**config.mk**
```make
export PLATFORM = sky130hd
export DESIGN_NAME = rle_decoder
export DESIGN_NICKNAME = d
export VERILOG_FILES = /design/src/rtl/rle_decoder.sv
export SDC_FILE = /design/constraint.sdc
export NUM_CORES = 1
export LEC_CHECK = 0
export CAP_MARGIN = 15
export CORE_AREA = 3 3 83 85
export CTS_CLUSTER_SIZE = 24
export DETAILED_ROUTE_END_ITERATION = 10
export DIE_AREA = 0 0 86 88
export PLACE_DENSITY = 0.75
export SYNTH_ARGS = -nofsm -noshare
export SYNTH_HDL_FRONTEND = slang
export SYNTH_SLANG_ARGS = --single-unit
```
**constraint.sdc**
```tcl
create_clock -name clk -period 2.7 [get_ports clk]
set_input_delay 0.54 -clock clk [delete_from_list [all_inputs] [get_ports clk]]
set_output_delay 0.54 -clock clk [all_outputs]
set_load 0.02 [all_outputs]
```
**src/rtl/rle_decoder.sv**
```systemverilog
// Run-length token expander: turns (run, value) and end-of-block tokens into a stream
// of BLK_N-coefficient blocks, one coefficient per beat, behind a single output register.
module rle_decoder #(
  parameter int unsigned DATA_W = 18,
  parameter int unsigned RUN_W  = 3,
  parameter int unsigned BLK_N  = 8
) (
  input  logic                            clk,
  input  logic                            reset,
  input  logic                            in_valid,
  output logic                            in_ready,
  input  logic signed [DATA_W-1:0]        in_value,
  input  logic        [RUN_W-1:0]         in_run,
  input  logic                            in_eob,
  output logic                            out_valid,
  input  logic                            out_ready,
  output logic signed [DATA_W-1:0]        out_data,
  output logic        [$clog2(BLK_N)-1:0] out_idx,
  output logic                            out_last,
  output logic                            err
);
  localparam int unsigned IdxW = $clog2(BLK_N);
  localparam int unsigned CntW = IdxW + 1;

  // StRun: zeros still to be loaded; StVal: only the token value still to be loaded.
  typedef enum logic [1:0] {StIdle, StRun, StVal} state_e;

  state_e                   state_q, state_d;
  logic [CntW-1:0]          left_q, left_d;
  logic                     val_pend_q, val_pend_d;
  logic signed [DATA_W-1:0] val_q, val_d;
  logic [IdxW-1:0]          pos_q, pos_d;
  logic                     out_valid_q, out_valid_d;
  logic signed [DATA_W-1:0] out_data_q, out_data_d;
  logic [IdxW-1:0]          out_idx_q, out_idx_d;
  logic                     out_last_q, out_last_d;
  logic                     err_q, err_d;

  logic                     can_load, accept, ovf, tok_val, load;
  logic [CntW-1:0]          sum, fill, tok_zeros;
  logic signed [DATA_W-1:0] load_data;

  assign can_load  = !out_valid_q || out_ready;
  assign in_ready  = can_load && (state_q == StIdle);
  assign accept    = in_valid && in_ready;
  assign sum       = {1'b0, pos_q} + CntW'(in_run);
  assign fill      = CntW'(BLK_N) - {1'b0, pos_q};
  assign ovf       = !in_eob && (sum > CntW'(BLK_N - 1));
  assign tok_val   = !in_eob && !ovf;
  assign tok_zeros = (in_eob || ovf) ? fill : CntW'(in_run);

  always_comb begin
    state_d     = state_q;
    left_d      = left_q;
    val_pend_d  = val_pend_q;
    val_d       = val_q;
    pos_d       = pos_q;
    out_valid_d = out_valid_q && !out_ready;
    out_data_d  = out_data_q;
    out_idx_d   = out_idx_q;
    out_last_d  = out_last_q;
    err_d       = err_q;
    load        = 1'b0;
    load_data   = '0;

    if (accept) begin
      // The first beat of an accepted token goes straight into the output register.
      load  = 1'b1;
      err_d = err_q | ovf;
      val_d = in_value;
      if (tok_zeros != '0) begin
        left_d     = tok_zeros - CntW'(1);
        val_pend_d = tok_val;
        if (tok_zeros != CntW'(1)) begin
          state_d = StRun;
        end else if (tok_val) begin
          state_d = StVal;
        end else begin
          state_d = StIdle;
        end
      end else begin
        load_data  = in_value;
        left_d     = '0;
        val_pend_d = 1'b0;
        state_d    = StIdle;
      end
    end else if (can_load) begin
      unique case (state_q)
        StRun: begin
          load   = 1'b1;
          left_d = left_q - CntW'(1);
          if (left_q == CntW'(1)) begin
            state_d = val_pend_q ? StVal : StIdle;
          end
        end
        StVal: begin
          load       = 1'b1;
          load_data  = val_q;
          val_pend_d = 1'b0;
          state_d    = StIdle;
        end
        default: ;
      endcase
    end

    if (load) begin
      out_valid_d = 1'b1;
      out_data_d  = load_data;
      out_idx_d   = pos_q;
      out_last_d  = (pos_q == IdxW'(BLK_N - 1));
      pos_d       = pos_q + IdxW'(1);
    end
  end

  always_ff @(posedge clk or posedge reset) begin
    if (reset) begin
      state_q     <= StIdle;
      left_q      <= '0;
      val_pend_q  <= 1'b0;
      val_q       <= '0;
      pos_q       <= '0;
      out_valid_q <= 1'b0;
      out_data_q  <= '0;
      out_idx_q   <= '0;
      out_last_q  <= 1'b0;
      err_q       <= 1'b0;
    end else begin
      state_q     <= state_d;
      left_q      <= left_d;
      val_pend_q  <= val_pend_d;
      val_q       <= val_d;
      pos_q       <= pos_d;
      out_valid_q <= out_valid_d;
      out_data_q  <= out_data_d;
      out_idx_q   <= out_idx_d;
      out_last_q  <= out_last_d;
      err_q       <= err_d;
    end
  end

  assign out_valid = out_valid_q;
  assign out_data  = out_data_q;
  assign out_idx   = out_idx_q;
  assign out_last  = out_last_q;
  assign err       = err_q;

endmodule

```
======== Word-level counts from Yosys, hierarchy flattened ========
Index checks and enable logic that the tools add are counted.
operators by class
  add/sub/neg operators ................... 5
  multiply operators ...................... 0
  divide/modulo/power cells ............... 0
  order comparisons ....................... 1
  equality and inequality tests ........... 6
  shift-type cells ........................ 0
  mux-type cells .......................... 25
  bitwise gates (word level) .............. 1
  reductions and logical operators ........ 21
operator list
  cell                 count
  $mux 18              4
  $mux 4               5
  $mux 2               7
  $mux 1               8
  $sub 4x1->4 const B  2
  $reduce_bool 2->1    3
  $logic_and 1x1->1    5
  $add 3x3->4          1
  $eq 4x1->1 const B   1
  $gt 4x3->1 const B   1
  $logic_not 1->1      4
  $ne 4x1->1 const B   1
  $pmux 2 s2           1
  $reduce_and 2->1     2
  $reduce_bool 4->1    1
  $sub 4x3->4 const A  1
  $add 3x1->3 const B  1
  $eq 3x3->1 const B   1
  $ne 3x3->1 const B   1
  $reduce_and 3->1     1
  $reduce_bool 3->1    1
  $eq 2x1->1 const B   1
  $eq 2x2->1 const B   1
  $logic_not 2->1      1
  3 further kinds      4
storage, ports and cells
  bits in registers ....................... 52
  bits in latches ......................... 0
  RAM bits ................................ 0
  memory bits (read-only) ................. 0
  bits of input ports ..................... 26
  memories ................................ 0

======== Depth between registers and ports, before layout ========
Gate-level depths: netlist of the first run.
  depth in word-level cells ............... 9
  gate-level depth with buffers ........... 8
  mapped depth without buffers ............ 6

======== Worst setup path after synthesis of the first run ========
No wires, ideal clock.
  path kind ............................... input to register
  from .................................... in in_run[2]
  to ...................................... reg out_data_q[0], in the netlist out_data[0]
  library setup time ...................... 0.130 ns
  data arrival time ....................... 1.862 ns
  required time ........................... 2.570 ns
  setup slack ............................. 0.707 ns
  stages .................................. 6
  path buffers ............................ 1
  cell sequence ........................... ha_1 > a211oi_2 > and2_2 > o21a_4 > buf_6 > o21ai_0
between the ends
  longest elaborated chain between the ends .. 8
RTL lines
  element                line  RTL
  from (decl)            13    input logic [RUN_W-1:0] in_run,
  $add 3x3->4            46    assign sum = {1'b0, pos_q} + CntW'(in_run);
  $gt 4x3->1             48    assign ovf = !in_eob && (sum > CntW'(BLK_N - 1));
  $logic_and 1x1->1      48
  $logic_or 1x1->1       50    assign tok_zeros = (in_eob || ovf) ? fill : CntW'(in_run);
  $mux 4 (*)             50
  $reduce_bool 4->1 (*)  71    if (tok_zeros != '0) begin
  $mux 18 (*)            71
  $mux 18 (*)            66    if (accept) begin
  to (signal assigned)   134   out_data_q <= out_data_d;
  to (decl)              34    logic signed [DATA_W-1:0] out_data_q, out_data_d;
Mark *: on every way between the ends. The rest lies on a longest branch, timed or not.
A chain may end at the register's enable or synchronous reset.

======== Final worst setup path of the first run ========
  from .................................... in out_ready
  to ...................................... out in_ready
between the ends
  longest elaborated chain between the ends .. 2
RTL lines
  element            line  RTL
  from (decl)        16    input logic out_ready,
  $logic_or 1x1->1   43    assign can_load = !out_valid_q || out_ready;
  $logic_and 1x1->1  44    assign in_ready = can_load && (state_q == StIdle);
  to (decl)          11    output logic in_ready,
No other way between the ends.

==> flow_metrics.py, run 1 <==
metrics = {
    "outcome": {
        "outcome": "completed",
    },
    "detailed_routing": {
        "detailedRoute.firstIterationViolations": 160,
        "total_via_count_in_the_routed_design": 2008,
        "post_drt_wl_per_cell_microns": 14.21,
        "totalWireLength_mm": 5.441,
        "route.antenna.remaining_nets": 0,
        "route.detailed.drc": 0,
        "firstDrtPassIters": 4,
        "drt-vias-per-instance": 5.243,
    },
    "grt": {
        "total_overflow_reported_by_the_global_router": 0,
        "grt_use_met2_pct": 24.67,
        "grt.met1_usage_pct": 19.59,
        "grt_pass1_vias": 1971,
        "grt_pass1_wl_mm": 9.039,
        "grt_use_total_pct": 15.03,
        "grt_start_max_net_pins": 53,
        "grt_antenna_before_repair": 0,
        "grt.busiest_layer": "met2",
        "met3_usage_pct": 4.327,
    },
    "run": {
        "drv.max_cap_violation_count": 0,
    },
    "power": {
        "gate_power_share_pct": 47.2,
        "reg_power_share_pct": 39.7,
        "post-layout-total-power_mw": 3.339,
        "powerDensity_mw_per_mm2": 1048,
        "cellLeakagePower_nw": 1.418,
        "power.switching_mw": 1.341,
        "switching_part_of_the_total_pct": 40.16,
        "worst_ir_drop_vdd_uv": 610.2,
        "clock_power_share_pct": 13.2,
        "int_pwr_mw": 1.998,
    },
    "setup_path": {
        "worst-endpoint-required_ps": 2160,
        "critical_path.most_common_cell": "sky130_fd_sc_hd__clkdlybuf4s50_1",
        "worst_r2r_path_depth": 5,
        "cp-start-kind": "input pin",
        "critical_path_cell_sequence": "clkdlybuf4s50_1, nand2b_1, and2_1, clkdlybuf4s50_1",
        "worstSetupPathType": "input pin to output port",
        "critical_path.max_fanout": 2,
        "endpoint_kind": "output port",
        "cp_slowest_stage_delay_ps": 600,
        "critPathArrivalTime_ps": 1870,
        "slowest_cell_on_the_critical_path": "sky130_fd_sc_hd__clkdlybuf4s50_1",
    },
    "clock_network": {
        "cts_max_path_buffers": 2,
        "clock_insertion_delay_worst_skew_ps": 310,
        "postCtsSetupBuffers": 0,
        "cts_hold_buffers": 0,
        "clock_tree.htree_level_count": 2,
        "cts_buffers": 5,
        "cts_repair_resize_count": 0,
        "cts.root.buffer_cell": "sky130_fd_sc_hd__clkbuf_8",
        "post_cts_clock_slew_at_the_launch_and_capture_registers_of_the_worst_setup_and_hold_paths_ps": 90,
        "clock-sinks": 52,
        "cts_tree": "yes",
    },
    "synth": {
        "avgSynthCellArea_sq_um": 9.861,
        "yosys_register_bits": 52,
        "synth-edff-count": 0,
        "gate_count_after_technology_mapping": 253,
        "yosys_most_used_dff": "sky130_fd_sc_hd__dfrtp_1",
        "ys.warnings.count": 0,
        "synth_seq_area_share_pct": 52.16,
        "ys_async_sr_fraction_pct": 100.0,
        "synthesis.area_sq_mm": 0.002495,
        "synth_nets": 289,
        "library_cells_used_by_synthesis": 43,
    },
    "min_path": {
        "min_path_cells": 2,
        "hold_crit_path_type": "flop to flop",
    },
    "place": {
        "dpl.cell_count": 374,
        "post-dp-hpwl_mm": 3.868,
        "finalWeightedCongestion": 0.8372,
        "portBuffers": 50,
    },
    "floorplanning": {
        "dieWidth_microns": 86,
        "core_area_sq_mm": 0.006277,
        "floorplan.rows": 29,
        "floorplan.initialDensity_pct": 39.74,
        "die_footprint_sq_mm": 0.007568,
        "floorplan.die.height_microns": 88,
        "io_pins": 51,
    },
    "timing": {
        "setup-violations-final": 0,
        "final_max_slew_viol_count": 0,
        "timing.slew.headroom_pct": 60.35,
        "fin_skew_ps": 8.499,
        "clock.fmax_mhz": 415.4,
        "post-route-period-util_pct": 89.16,
        "worstMarginPinSlew_ps": 593.6,
        "timing.final.hold_violations": 0,
        "tns_ps": 0,
        "setup_repair_after_global_routing_missed_its_margin": "no",
        "fin_crit_ps": 2407,
    },
    "cells_and_area": {
        "mostFrequentLayoutCell": "sky130_fd_sc_hd__nand2_1",
        "area_growth_from_synthesis_to_layout_pct": 27.73,
        "layout-drive-gt1-share_pct": 9.477,
        "antenna_cells_inserted": 0,
        "final_cell_mix": "sky130_fd_sc_hd__nand2_1 (65), sky130_fd_sc_hd__dfrtp_1 (52), sky130_fd_sc_hd__clkdlybuf4s50_1 (50)",
        "layoutNonFillerInstCount": 383,
        "nets_finish": 341,
        "multiInputGateArea_sq_mm": 0.001097,
        "area.sequential_sq_mm": 0.001301,
        "nFillCells": 570,
        "finish.utilization_pct": 50.77,
    },
}
[routing by layer]
metal,wire length (microns),up-vias,share of wire [%]
met2,2649,57,49
met5,0,-,0
li1,-,993,-
met4,36,0,0.66
met3,329,4,6.0
met1,2425,954,45
[layout make-up]
cell class	instances	area share [%]
multi-input cells	179	34.43
clock inverters	1	0.2748
flip-flops and latches	52	40.83
well taps	77	3.023
clock buffers	7	2.395
repair buffers	57	17.86
inverters	10	1.178
[state kept, by name, indices dropped and copies added (netlist names)]
name,count
val_pend_q,1
err,1
out_valid,1
pos_q,3
out_data,18
out_idx,3
out_last,1
val_q,18
left_q,4
state_q,2
[worst paths after layout]
path | startpoint | endpoint | slack (ps)
worst max-delay path | out_ready | in_ready | 290
worst min-delay path | val_q[10] | val_q[10] | 480
worst max register to register | pos_q[2] | out_data[1] | 580
worst min register to register | val_q[10] | val_q[10] | 480
max in group asynchronous | reset | val_pend_q | 1880
min in group asynchronous | reset | val_q[10] | 590
[cell families after synthesis]
logic type	count (synthesis)	share of synthesized area (%)
AOI/OAI and AO/OA	70	18.81
xor gates and xnor gates	4	1.404
adders and majority gates	10	5.015
buffers and inverters	22	3.962
DFF	52	52.16
muxes	6	2.708
and+or+nand+nor	89	15.95
[worst max-delay path: cells and delay by family]
kind | cells | cell delay [ps]
buf+inv | 2 | 1070
simple gates | 2 | 250
[power by group through the flow]
| stage | logic, mW | clock network [mW] | registers (mW) |
|---|---|---|---|
| finish | 1.57 | 0.440 | 1.32 |
| global route | 1.76 | 0.483 | 1.37 |
| CTS | 1.59 | 0.449 | 1.33 |
| detailed placement | 1.58 | 0 | 1.34 |
| global placement | 1.54 | 0 | 1.33 |
| floorplan | 0.911 | 0 | 1.44 |
[synthesized netlist by cell type, drive strengths merged, types with 4 or more instances]
| master | number | share of area, % |
|---|---|---|
| ha | 10 | 5.0 |
| dfrtp | 52 | 52 |
| clkbuf | 6 | 0.90 |
| inv | 10 | 1.5 |
| mux2 | 6 | 2.7 |
| nand2 | 65 | 9.8 |
| buf | 6 | 1.6 |
| nor3 | 4 | 1.0 |
| a22oi | 18 | 5.4 |
| o21ai | 30 | 6.2 |
| a21oi | 5 | 1.0 |
[metrics by stage]
step | worst slack [ps] | hold slack [ps] | cell area, sq um
final | 292.6 | 484.6 | 3187
after detailed placement | 82.47 | 463.1 | 3090
after global routing | 187.9 | 504.1 | 3187
after CTS | 263.7 | 486.3 | 3176
after global placement | 149.9 | 457.6 | 3090
after floorplan | 707.5 | 446.7 | 2495
Note: power is estimated with default switching activity, not from simulation.
==> inputs of run 2 (changes only) <==
CORE_AREA = 3 3 69 103   (was 3 3 83 85)
DIE_AREA = 0 0 72 106   (was 0 0 86 88)
PLACE_DENSITY = 0.74   (was 0.75)
==> run 2 against run 1 <==
Clock-buffer cell count down 1. Power up 3.0%. Largest power group unchanged. Critical path depth unchanged. Global-route usage up 1.3 points. Die area up 0.85%. Register-to-register slack about the same. Final area up 0.24%. Sequential power about the same. Clock power up 22%. Non-clock buffer count unchanged.
==> flow_metrics.py, run 2 (synthesized netlist as in run 1, its figures left out) <==
metrics = {
    "outcome": {
        "outcome": "completed",
    },
    "setup_path": {
        "worst-endpoint-required_ps": 2160,
        "endpoint_kind": "output port",
        "worst_path_dominant_cell_family": "buffers and inverters",
        "critical_path.max_fanout": 2,
        "critical_path_cell_sequence": "clkdlybuf4s50_1, nand2b_1, and2_1, clkdlybuf4s50_1",
        "setup.reg_to_reg.worst_slack_ps": 580,
        "cp-start-kind": "input pin",
        "critPathArrivalTime_ps": 1880,
        "critPathBufInv": 2,
        "worst_r2r_path_depth": 5,
        "worstSetupPathType": "input pin to output port",
        "worstSetupPathDepth": 4,
        "r2r_end": "state_q[0]",
        "slowest_cell_on_the_critical_path": "sky130_fd_sc_hd__clkdlybuf4s50_1",
        "critical_path.most_common_cell": "sky130_fd_sc_hd__clkdlybuf4s50_1",
        "regToRegStartpoint": "pos_q[2]",
        "cp_slowest_stage_delay_ps": 600,
    },
    "cells_and_area": {
        "area_growth_from_synthesis_to_layout_pct": 28.03,
        "final_cell_mix": "sky130_fd_sc_hd__nand2_1 (65), sky130_fd_sc_hd__dfrtp_1 (52), sky130_fd_sc_hd__clkdlybuf4s50_1 (50)",
        "layout-drive-gt1-share_pct": 9.477,
        "layoutNonFillerInstCount": 380,
        "mostFrequentLayoutCell": "sky130_fd_sc_hd__nand2_1",
        "nets_finish": 341,
        "antenna_cells_inserted": 0,
    },
    "clock_network": {
        "cts.root.buffer_cell": "sky130_fd_sc_hd__clkbuf_8",
        "cts_tree": "yes",
        "cts_max_path_buffers": 2,
        "post_cts_clock_slew_at_the_launch_and_capture_registers_of_the_worst_setup_and_hold_paths_ps": 90,
        "cts_hold_buffers": 0,
        "cts_buffers": 5,
        "cts_repair_resize_count": 0,
        "clock_insertion_delay_worst_skew_ps": 300,
        "postCtsSetupBuffers": 0,
        "clock-sinks": 52,
        "clock_tree.htree_level_count": 2,
    },
    "timing": {
        "final_max_slew_viol_count": 0,
        "tns_ps": 0,
        "clock.fmax_mhz": 413.7,
        "worstMarginPinSlew_ps": 712.3,
        "timing.slew.headroom_pct": 52.25,
        "setup_repair_after_global_routing_missed_its_margin": "no",
        "setup-violations-final": 0,
        "post-route-period-util_pct": 89.52,
        "fin_crit_ps": 2417,
        "fin_skew_ps": 5.762,
        "timing.final.hold_violations": 0,
        "finalHoldWorstSlack_ps": 483.6,
    },
    "place": {
        "finalWeightedCongestion": 0.8069,
        "dpl.cell_count": 371,
        "portBuffers": 50,
        "post-dp-hpwl_mm": 4.109,
    },
    "floorplanning": {
        "io_pins": 51,
        "floorplan.die.height_microns": 106,
        "dieWidth_microns": 72,
        "floorplan.initialDensity_pct": 39.84,
        "die_footprint_sq_mm": 0.007632,
        "core_area_sq_mm": 0.006262,
        "floorplan.rows": 35,
    },
    "grt": {
        "grt_pass1_wl_mm": 9.784,
        "grt_antenna_before_repair": 0,
        "grt_pass1_vias": 2091,
        "grt_start_max_net_pins": 53,
        "grt_use_total_pct": 16.37,
        "total_overflow_reported_by_the_global_router": 0,
    },
    "run": {
        "drv.max_cap_violation_count": 0,
    },
    "detailed_routing": {
        "post_drt_wl_per_cell_microns": 15.04,
        "totalWireLength_mm": 5.716,
        "route.detailed.drc": 0,
        "drt-vias-per-instance": 5.255,
        "route.antenna.remaining_nets": 0,
        "total_via_count_in_the_routed_design": 1997,
        "firstDrtPassIters": 4,
        "detailedRoute.firstIterationViolations": 134,
    },
    "min_path": {
        "hold_crit_path_type": "flop to flop",
        "min_from": "val_q[11]",
        "hold-path-endpoint": "val_q[11]",
        "min_path_cells": 2,
    },
    "power": {
        "powerDensity_mw_per_mm2": 1077,
        "worst_ir_drop_vdd_uv": 351.2,
        "cellLeakagePower_nw": 1.427,
        "post-layout-total-power_mw": 3.440,
    },
}
==> run 2: power by group <==
part | internal, mW | leakage (nW) | switching (mW) | total [mW]
Sequential | 1.10 | 0.666 | 0.226 | 1.33
Combinational | 0.707 | 0.705 | 0.867 | 1.57
Clock | 0.280 | 0.0558 | 0.258 | 0.538
Total | 2.09 | 1.43 | 1.35 | 3.44
==> run 2: area by class of cell <==
type / instances / area, sq um
repair buffers: 57 / 556.8
clock inverters: 2 / 38.79
fillers: 582 / 3068
multi-input cells: 179 / 1095
flip-flops and latches: 52 / 1301
clock buffers: 6 / 72.57
well taps: 74 / 92.59
inverters: 10 / 37.54
==> run 2: worst max path at each step <==
| stage | startpoint | endpoint |
|---|---|---|
| 2_1_floorplan | in_run[2] | out_data[0] |
| 3_3_place_gp | in_valid | out_data[0] |
| 3_5_place_dp | in_run[2] | out_data[6] |
| 4_1_cts | out_ready | in_ready |
| 5_1_grt | out_ready | in_ready |
| 6_report | out_ready | in_ready |
==> run 2: metal layers <==
| metal | part of all wire [%] | track usage [%] | up-vias |
|---|---|---|---|
| li1 | - | - | 990 |
| met1 | 40 | 18.78 | 952 |
| met2 | 54 | 28.75 | 44 |
| met3 | 3.4 | 3.784 | 11 |
| met4 | 2.3 | 6.586 | 0 |
| met5 | 0 | 0 | - |
==> run 2: per-stage QoR <==
step                cell area [sq um]  util, %  setup slack, ps
finish                           3194    51.01            283.0
global route                     3194    51.01            223.8
global placement                 3072    49.05            119.8
detailed placement               3072    49.05            48.01
floorplan                        2495        -            707.5
CTS                              3183    50.83            261.0
==> run 2: worst min-delay path, cell delays in order, from the launching register on <==
cell	delay, ps
sky130_fd_sc_hd__dfrtp_1	350
sky130_fd_sc_hd__nand2_1	50
sky130_fd_sc_hd__nand2_1	60
==> inputs of run 3 (changes only) <==
CELL_PAD_IN_SITES_DETAIL_PLACEMENT = 0   (was unset)
CELL_PAD_IN_SITES_GLOBAL_PLACEMENT = 2   (was unset)
CORE_AREA = 3 3 78 116   (was 3 3 69 103)
DIE_AREA = 0 0 81 119   (was 0 0 72 106)
PLACE_DENSITY = 0.87   (was 0.74)
==> run 3 against run 2 <==
Via count is 1.1% higher. Sequential power about the same. Clock-buffer cell count fell by 1. Critical path type unchanged. Non-clock buffer count grew 2.
==> flow_metrics.py, run 3 (synthesized netlist as in run 1, its figures left out) <==
metrics = {
    "floorplanning": {
        "io_pins": 51,
        "dieWidth_microns": 81,
        "floorplan.die.height_microns": 119,
        "die_footprint_sq_mm": 0.009639,
        "core_area_sq_mm": 0.008108,
        "floorplan.initialDensity_pct": 30.77,
        "floorplan.rows": 40,
    },
    "timing": {
        "clock.fmax_mhz": 416.7,
        "post-route-period-util_pct": 88.87,
        "fin_skew_ps": 7.572,
        "finalHoldWorstSlack_ps": 476.5,
        "timing.final.hold_violations": 0,
        "worstMarginPinSlew_ps": 561.2,
        "setup_repair_after_global_routing_missed_its_margin": "no",
        "fin_crit_ps": 2400,
        "setup-violations-final": 0,
        "timing.slew.headroom_pct": 62.52,
        "final_max_slew_viol_count": 0,
        "tns_ps": 0,
    },
    "setup_path": {
        "critPathArrivalTime_ps": 1860,
        "worst-endpoint-required_ps": 2160,
        "worstSetupPathType": "input pin to output port",
        "endpoint_kind": "output port",
        "critical_path.max_fanout": 2,
        "critical_path_cell_sequence": "clkdlybuf4s50_1, nand2b_1, and2_1, clkdlybuf4s50_1",
        "slowest_cell_on_the_critical_path": "sky130_fd_sc_hd__clkdlybuf4s50_1",
        "critical_path.most_common_cell": "sky130_fd_sc_hd__clkdlybuf4s50_1",
        "cp-start-kind": "input pin",
        "cp_slowest_stage_delay_ps": 590,
    },
    "grt": {
        "grt.met1_usage_pct": 16.80,
        "met3_usage_pct": 1.891,
        "grt_use_met2_pct": 24.43,
        "grt_pass1_vias": 2151,
        "grt_start_max_net_pins": 29,
        "grt_antenna_before_repair": 0,
        "total_overflow_reported_by_the_global_router": 0,
        "grt.busiest_layer": "met2",
        "grt_pass1_wl_mm": 10.58,
        "grt_use_total_pct": 13.85,
    },
    "cells_and_area": {
        "layout.cell_area.non_filler_sq_mm": 0.003307,
        "mostFrequentLayoutCell": "sky130_fd_sc_hd__nand2_1",
        "layout-drive-gt1-share_pct": 10.71,
        "final_cell_mix": "sky130_fd_sc_hd__nand2_1 (65), sky130_fd_sc_hd__dfrtp_1 (52), sky130_fd_sc_hd__clkdlybuf4s50_1 (50)",
        "multiInputGateArea_sq_mm": 0.001097,
        "antenna_cells_inserted": 0,
        "nFillCells": 818,
        "layoutNonFillerInstCount": 413,
        "finish.utilization_pct": 40.79,
        "nets_finish": 343,
        "area.sequential_sq_mm": 0.001301,
        "area_growth_from_synthesis_to_layout_pct": 32.55,
    },
    "clock_network": {
        "clock-sinks": 52,
        "cts_hold_buffers": 0,
        "cts.root.buffer_cell": "sky130_fd_sc_hd__clkbuf_16",
        "cts_buffers": 5,
        "postCtsSetupBuffers": 0,
        "post_cts_clock_slew_at_the_launch_and_capture_registers_of_the_worst_setup_and_hold_paths_ps": 70,
        "clock_insertion_delay_worst_skew_ps": 290,
        "cts_max_path_buffers": 2,
        "clock_tree.htree_level_count": 2,
        "cts_tree": "yes",
        "cts_repair_resize_count": 0,
    },
    "detailed_routing": {
        "detailedRoute.firstIterationViolations": 121,
        "totalWireLength_mm": 6.155,
        "post_drt_wl_per_cell_microns": 14.90,
        "drt-vias-per-instance": 4.886,
        "route.detailed.drc": 0,
        "route.antenna.remaining_nets": 0,
        "total_via_count_in_the_routed_design": 2018,
        "firstDrtPassIters": 4,
    },
    "place": {
        "area_of_placed_instances_sq_mm": 0.003136,
        "post-dp-hpwl_mm": 4.420,
        "dpl.cell_count": 405,
        "finalWeightedCongestion": 0.8528,
        "portBuffers": 50,
    },
    "power": {
        "powerDensity_mw_per_mm2": 1106,
        "worst_ir_drop_vdd_uv": 435.1,
        "cellLeakagePower_nw": 1.466,
    },
    "outcome": {
        "outcome": "completed",
    },
    "run": {
        "drv.max_cap_violation_count": 0,
    },
    "min_path": {
        "hold_crit_path_type": "flop to flop",
    },
}
-- run 3: cell type report --
cell class / count / area share, %
tap: 105 / 3.973
sequential: 52 / 39.35
timing repair buffer: 59 / 17.18
clock inverter: 3 / 1.400
multi-input combinational: 179 / 33.18
clock buffer: 5 / 3.784
inverter: 10 / 1.135
-- run 3: worst max-delay path, delay by kind of cell --
| family | cells | cell delay, ps |
|---|---|---|
| buffers and inverters | 2 | 1060 |
| AND/OR/NAND/NOR | 2 | 260 |
-- run 3: final timing paths --
path                                end       from  slack [ps]  cells after the start
max in group asynchronous  out_data[12]      reset        1580                      3
max                            in_ready  out_ready         300                      4
min in group asynchronous     val_q[12]      reset         540                      2
max reg2reg                out_data[16]   pos_q[2]         550                      5
min                                 err        err         480                      2
min reg2reg                         err        err         480                      2
-- run 3: routing by layer --
layer / routed length, microns / share of wire, % / vias up
met2: 3173 / 52 / 36
li1: - / - / 989
met1: 2701 / 44 / 985
met5: 0 / 0 / -
met3: 185 / 3.0 / 8
met4: 95 / 1.5 / 0
-- run 3: power breakdown --
| group | switching [mW] | internal, mW | total [mW] |
|---|---|---|---|
| Clock | 0.283 | 0.442 | 0.725 |
| Sequential | 0.224 | 1.10 | 1.33 |
| Combinational | 0.891 | 0.712 | 1.60 |
| Total | 1.40 | 2.26 | 3.66 |
-- run 3: metrics by stage --
step / worst slack [ps] / total power [mW]
6_report: 300.5 / 3.656
5_1_grt: 72.86 / 3.942
4_1_cts: 278.2 / 3.699
3_5_place_dp: 36.53 / 2.965
3_3_place_gp: 77.71 / 2.940
2_1_floorplan: 707.5 / 2.350
